**config.mk**
```make
export PLATFORM = sky130hd
export DESIGN_NAME = lsu_mem_stage
export DESIGN_NICKNAME = d
export VERILOG_FILES = /design/src/rtl/lsu_mem_stage.sv
export SDC_FILE = /design/constraint.sdc
export NUM_CORES = 1
export LEC_CHECK = 0
export ABC_AREA = 0
export BUFFER_PORTS_ARGS = -buffer_cell sky130_fd_sc_hd__buf_2
export CAP_MARGIN = 10
export CORE_UTILIZATION = 27
export CTS_BUF_LIST = sky130_fd_sc_hd__clkbuf_8
export DETAILED_ROUTE_END_ITERATION = 10
export GPL_TIMING_DRIVEN = 0
export PLACE_DENSITY = 0.58
export SLEW_MARGIN = 15
export SYNTH_ARGS = -nofsm -noshare
export SYNTH_HDL_FRONTEND = slang
export SYNTH_SLANG_ARGS = --single-unit
```
**constraint.sdc**
```tcl
create_clock -name clk -period 2.12 [get_ports clk]
set_clock_uncertainty 0.2 [all_clocks]
set_input_delay 0.106 -clock clk [delete_from_list [all_inputs] [get_ports clk]]
set_output_delay 0.106 -clock clk [all_outputs]
set_load 0.05 [all_outputs]
```
**src/rtl/lsu_mem_stage.sv**
```systemverilog
// -----------------------------------------------------------------------------
// lsu_mem_stage
//
// Load/store unit for the memory stage. It accepts an access from the
// EX/MEM pipeline register, runs one req/gnt/rvalid transaction on the
// data-memory port and returns the sign/zero-extended load result. The
// upstream pipeline is held with lsu_stall until the transaction finishes.
//
// Optional feature (compile-time macro): LSU_MISALIGN_TRAP_EN
//   defined   : misaligned H/HU/W accesses issue no bus request, go straight
//               to DONE and raise misalign for that one cycle.
//   undefined : misalign is tied 0; low address bits below the access size
//               are ignored and the access proceeds normally.
//
// Ports
//   clk, rst_n      clock (rising edge), asynchronous active-low reset
//   opr_res   [31:0] effective address
//   rdata2    [31:0] store data
//   funct3    [2:0]  size/sign: 000 B, 001 H, 010 W, 100 BU, 101 HU
//   rd_en, wr_en     load / store request (store wins if both)
//   dm_req, dm_we    memory request / write strobe
//   dm_addr   [31:0] word-aligned address
//   dm_wdata  [31:0] lane-replicated store data
//   dm_be     [3:0]  byte enables
//   dm_gnt           request accepted
//   dm_rvalid        load data valid
//   dm_rdata  [31:0] load data word
//   rdata3    [31:0] extended load result (registered)
//   lsu_stall        hold upstream stages
//   misalign         misaligned-access flag
// -----------------------------------------------------------------------------
module lsu_mem_stage (
   input  logic        clk,
   input  logic        rst_n,
   input  logic [31:0] opr_res,
   input  logic [31:0] rdata2,
   input  logic [2:0]  funct3,
   input  logic        rd_en,
   input  logic        wr_en,
   output logic        dm_req,
   output logic        dm_we,
   output logic [31:0] dm_addr,
   output logic [31:0] dm_wdata,
   output logic [3:0]  dm_be,
   input  logic        dm_gnt,
   input  logic        dm_rvalid,
   input  logic [31:0] dm_rdata,
   output logic [31:0] rdata3,
   output logic        lsu_stall,
   output logic        misalign
);

   typedef enum logic [1:0] {
      IDLE = 2'd0,
      REQ  = 2'd1,
      WAIT = 2'd2,
      DONE = 2'd3
   } state_t;

   typedef enum logic [1:0] {
      SZ_B,
      SZ_H,
      SZ_W
   } size_t;

   // Undefined funct3 encodings fall through to a full word access.
   function automatic size_t size_of(input logic [2:0] f3);
      case (f3)
         3'b000, 3'b100: size_of = SZ_B;
         3'b001, 3'b101: size_of = SZ_H;
         default:        size_of = SZ_W;
      endcase
   endfunction

   state_t      state, state_nxt;
   logic [31:0] addr_q;
   logic [31:0] wdata_q;
   logic [2:0]  f3_q;
   logic        we_q;
   logic        req_in;
   logic        mis_in;
   logic        in_req;
   logic [3:0]  be_c;
   logic [31:0] wd_c;
   logic [7:0]  byte_sel;
   logic [15:0] half_sel;
   logic        sgn;
   logic [31:0] load_ext;

   assign req_in = rd_en | wr_en;

`ifdef LSU_MISALIGN_TRAP_EN
   always_comb begin
      mis_in = 1'b0;
      case (size_of(funct3))
         SZ_H:    mis_in = opr_res[0];
         SZ_W:    mis_in = |opr_res[1:0];
         default: mis_in = 1'b0;
      endcase
   end
`else
   assign mis_in = 1'b0;
`endif

   // ---------------------------------------------------------------- FSM
   // NOTE: sequential state uses non-blocking (<=) so every register samples
   // the pre-edge value of its inputs, independent of statement order.
   always_ff @(posedge clk or negedge rst_n) begin
      if (!rst_n) state <= IDLE;
      else        state <= state_nxt;
   end

   // NOTE: state_nxt is given a default before the case so no path leaves it
   // unassigned; a missing default here would infer a latch.
   always_comb begin
      state_nxt = state;
      case (state)
         IDLE: if (req_in)    state_nxt = mis_in ? DONE : REQ;
         REQ:  if (dm_gnt)    state_nxt = we_q ? DONE : WAIT;
         WAIT: if (dm_rvalid) state_nxt = DONE;
         DONE:                state_nxt = IDLE;
      endcase
   end

   // ------------------------------------------------------ access capture
   // NOTE: the captured access is reset along with the FSM so that the bus
   // outputs derived from it read 0 straight out of reset.
   always_ff @(posedge clk or negedge rst_n) begin
      if (!rst_n) begin
         addr_q  <= '0;
         wdata_q <= '0;
         f3_q    <= '0;
         we_q    <= 1'b0;
      end else if (state == IDLE && req_in) begin
         addr_q  <= opr_res;
         wdata_q <= rdata2;
         f3_q    <= funct3;
         we_q    <= wr_en;
      end
   end

   // ------------------------------------------------------ store lanes
   always_comb begin
      be_c = 4'b1111;
      wd_c = wdata_q;
      case (size_of(f3_q))
         SZ_B: begin
            be_c = 4'b0001 << addr_q[1:0];
            wd_c = {4{wdata_q[7:0]}};
         end
         SZ_H: begin
            be_c = addr_q[1] ? 4'b1100 : 4'b0011;
            wd_c = {2{wdata_q[15:0]}};
         end
         default: begin
            be_c = 4'b1111;
            wd_c = wdata_q;
         end
      endcase
   end

   // Bus outputs are driven only while the request is presented, so they
   // are quiet (and 0) in every other state, including right after reset.
   assign in_req    = (state == REQ);
   assign dm_req    = in_req;
   assign dm_we     = in_req & we_q;
   assign dm_addr   = in_req ? {addr_q[31:2], 2'b00} : '0;
   assign dm_be     = in_req ? be_c : '0;
   assign dm_wdata  = in_req ? wd_c : '0;
   assign lsu_stall = ((state == IDLE) & req_in) | (state == REQ) | (state == WAIT);

   // ------------------------------------------------------ load extraction
   always_comb begin
      case (addr_q[1:0])
         2'd0:    byte_sel = dm_rdata[7:0];
         2'd1:    byte_sel = dm_rdata[15:8];
         2'd2:    byte_sel = dm_rdata[23:16];
         default: byte_sel = dm_rdata[31:24];
      endcase
      half_sel = addr_q[1] ? dm_rdata[31:16] : dm_rdata[15:0];
      // funct3[2] set means the unsigned (BU/HU) variant.
      sgn      = ~f3_q[2];
      case (size_of(f3_q))
         SZ_B:    load_ext = {{24{sgn & byte_sel[7]}}, byte_sel};
         SZ_H:    load_ext = {{16{sgn & half_sel[15]}}, half_sel};
         default: load_ext = dm_rdata;
      endcase
   end

   // Only a response in WAIT updates the result; stray rvalid is ignored.
   always_ff @(posedge clk or negedge rst_n) begin
      if (!rst_n)                          rdata3 <= '0;
      else if (state == WAIT && dm_rvalid) rdata3 <= load_ext;
   end

   // ------------------------------------------------------ misalign flag
`ifdef LSU_MISALIGN_TRAP_EN
   logic mis_q;

   always_ff @(posedge clk or negedge rst_n) begin
      if (!rst_n)             mis_q <= 1'b0;
      else if (state == IDLE) mis_q <= req_in & mis_in;
   end

   assign misalign = (state == DONE) & mis_q;
`else
   assign misalign = 1'b0;
`endif

endmodule

```
==> flow_summary.ini <==
[synthesis]
synth.most_common_cell = dfrtp_1
yosysSeqAreaShare = 0.472
synth_top_area_cell = dfrtp_1
syn_avg_cell_area_um2 = 10.8
syn_inst = 502
ys.flop_type = dfrtp_1
synth.top_cell.area_share = 0.472
synth_area_leaders = dfrtp_1 (47%), mux2_2 (16%), nand2_1 (4.9%), and2_1 (4.9%), mux2i_1 (3.1%)
synth_edf_count = 0
synth.cell_area_um2 = 5410
synthArstFlopShare = 1.00
ys_ff_latch = 102
synth.top_cells.by_count = dfrtp_1 (102), mux2_2 (75), nand2_1 (71)
yosys.cell_types.count = 38
synth-warning-count = 0

[critical_path]
crit_fanout = 10
end_kind = output pin
crit_top_cell = buf_8
path_cells = buf_8 > buf_8 > mux2i_2 > nor2b_2 > clkbuf_4
critPathLaunchType = register
critPathArrivalTime_ns = 1.78
worstSetupPathType = register to output pin
worst-endpoint-required_ns = 1.81
cpPeakStageDelay_ns = 0.48
crit_slowest_cell = dfrtp_2

[global_route]
grt_pass1_wl_um = 27900
grt_usage = 0.180
globalRouteOverflowTotal = 0
grt_pass1_vias = 5119
grt_max_degree = 66
antenna_found_initial = 1

[clock_tree]
cts_buffers = 9
insertion_delay_ns = 0.38
cts_tree = done
clock_path_buffers = 2
cts_max_level = 3
cts-root-buf = clkbuf_8
cts.sinks = 102
clk_pin_slew_ns = 0.11

[drt]
vias_per_cell = 4.62
wl_um = 18600
wire_per_inst_um = 16.9
drtPass1Iterations = 5
vias = 5088
drt_iter0_drc = 174
ant_nets = 0
drc_errors = 0

[timing]
final-hold-violation-count = 0
fin_ws_ns = 0.0387
whs_ns = 0.0227
slew_headroom = 0.653
worstMarginPinSlew_ns = 0.520
rsz0062_at_grt = true
period_minus_slack_ns = 2.08
max_freq_mhz = 480
setup_viol = 0
period_share = 0.982
drv_slew = 0

[floorplanning]
die_area_um2 = 20600
dieWidth_um = 144
row_count = 51
placeableCoreArea_um2 = 19500
io_pins = 209
initial_core_util = 0.277
die_h_um = 144

[finish]
nNetsFinal = 938
drive_gt1_frac = 0.474
fin_util = 0.446
area_growth_pct = 61.1

[place]
place_hpwl_um = 12700
pre_cts_ws_ns = -0.378
gp_congestion = 0.813
port_buffers = 205

[status]
status = finished clean

[run]
maxCapViolations = 0

[worst_hold_path]
worstHoldPathType = input pin to register

[power_and_ir_drop]
ir_drop_mv = 0.896
leakagePower_uw = 0.00411
p_per_area_nw_per_um2 = 1730
## routing by layer
layer  part of all wire  track usage  vias up
met5                  0            0        -
met4              0.011       0.0470        0
met3              0.069       0.0480       15
met2               0.48        0.298      186
met1               0.44        0.230     2485
li1                   -            -     2402
## power by group
part	switching [µW]	total, µW	leakage (µW)	internal, µW
Clock	750	1460	0.000118	710
Combinational	6150	9970	0.00278	3820
Sequential	658	3600	0.00121	2950
Total	7560	15000	0.00411	7480
## cell usage in the layout, fill, tap and decap left out, types with 2 or more instances in the layout
master,synthesis,final
dlygate4sd3_1,0,102
o211a_1,8,8
ha_4,0,2
clkbuf_16,0,3
mux2_2,75,75
nor2b_2,0,9
inv_6,0,3
buf_4,4,15
o21ai_1,4,3
and2_4,0,9
a22oi_1,9,9
clkbuf_4,0,33
nand2_1,71,70
o21ai_0,16,14
nor2_1,24,23
buf_6,4,26
a222oi_1,7,7
a221oi_1,3,3
a22o_1,8,8
bufinv_16,0,2
clkbuf_2,0,5
dfrtp_1,102,101
o21ai_4,0,2
a31oi_1,2,2
conb_1,1,3
a211oi_1,4,4
a21oi_1,17,17
buf_8,0,13
and2_1,42,33
clkbuf_1,20,6
a21boi_2,0,9
clkbuf_8,0,10
a211oi_2,10,10
buf_2,12,151
inv_1,7,6
mux2i_1,17,16
## layout make-up
class                           count  area [µm²]
Fill cell                        1857       10800
Antenna cell                        1        2.50
Multi-Input combinational cell    353        2770
Clock buffer                       10         138
Clock inverter                      6        91.3
Sequential cell                   102        2550
Timing Repair Buffer              316        2450
Tap cell                          265         332
Inverter                            8        32.5
Buffer                             40         342
## per-stage QoR
| stage | std cells | area, µm² | power [µW] | TNS [ns] |
|---|---|---|---|---|
| floorplan | 504 | 5470 | 10200 | -0.200 |
| global placement | 974 | 6830 | 12200 | -70.90 |
| detailed placement | 975 | 6860 | 12300 | -14.54 |
| CTS | 1096 | 8450 | 14600 | -0.0285 |
| global route | 1101 | 8710 | 15900 | -1.59 |
| finish | 1101 | 8710 | 15000 | 0 |
## sequential cells by signal, summed over array words and instances (netlist names)
name / flops
addr_q: 32
f3_q: 3
rdata3: 32
state: 2
wdata_q: 32
we_q: 1
## timing repair
| action | 4_1_cts | 5_1_grt |
|---|---|---|
| hold endpoints to repair | 202 | 2 |
| buffers inserted | 4 | 3 |
| hold buffers | 102 | 1 |
| pin swaps | 1 | 1 |
| setup endpoints to repair | 145 | 77 |
| resized for setup | 96 | 79 |
| gates cloned | 0 | 0 |
## worst max-delay path: cells and delay by family, from the launching register on
kind | cells | cell delay, ns
buffers and inverters | 3 | 0.56
flip-flops | 1 | 0.48
multiplexers | 1 | 0.27
AND/OR/NAND/NOR | 1 | 0.07
## cells by family (layout without fill, tap and decap cells)
logic type | after synthesis | after routing | share of synthesized area
adder cells (fa/ha/maj) | 3 | 3 | 0.00694
AO/OA/AOI/OAI | 104 | 104 | 0.154
AND/OR/NAND/NOR | 150 | 150 | 0.130
buffers and inverters | 49 | 380 | 0.0451
other | 1 | 4 | 0.000694
flip-flops | 102 | 102 | 0.472
multiplexers | 93 | 93 | 0.190
## path summary, 6_finish.rpt
check | startpoint | endpoint | slack [ns] | depth (start not counted)
worst min-delay path | rd_en | state[0]$_DFFE_PN0P_ | 0.02 | 4
worst min register to register | rdata3[5]$_DFFE_PN0P_ | rdata3[5]$_DFFE_PN0P_ | 0.29 | 2
min in group asynchronous | rst_n | rdata3[21]$_DFFE_PN0P_ | 0.06 | 3
worst max-delay path | f3_q[1]$_DFFE_PN0P_ | dm_wdata[22] | 0.04 | 5
max in group asynchronous | rst_n | wdata_q[11]$_DFFE_PN0P_ | 1.31 | 3
worst max register to register | state[0]$_DFFE_PN0P_ | rdata3[20]$_DFFE_PN0P_ | 0.15 | 8
Power figures use the tool's default switching activity.
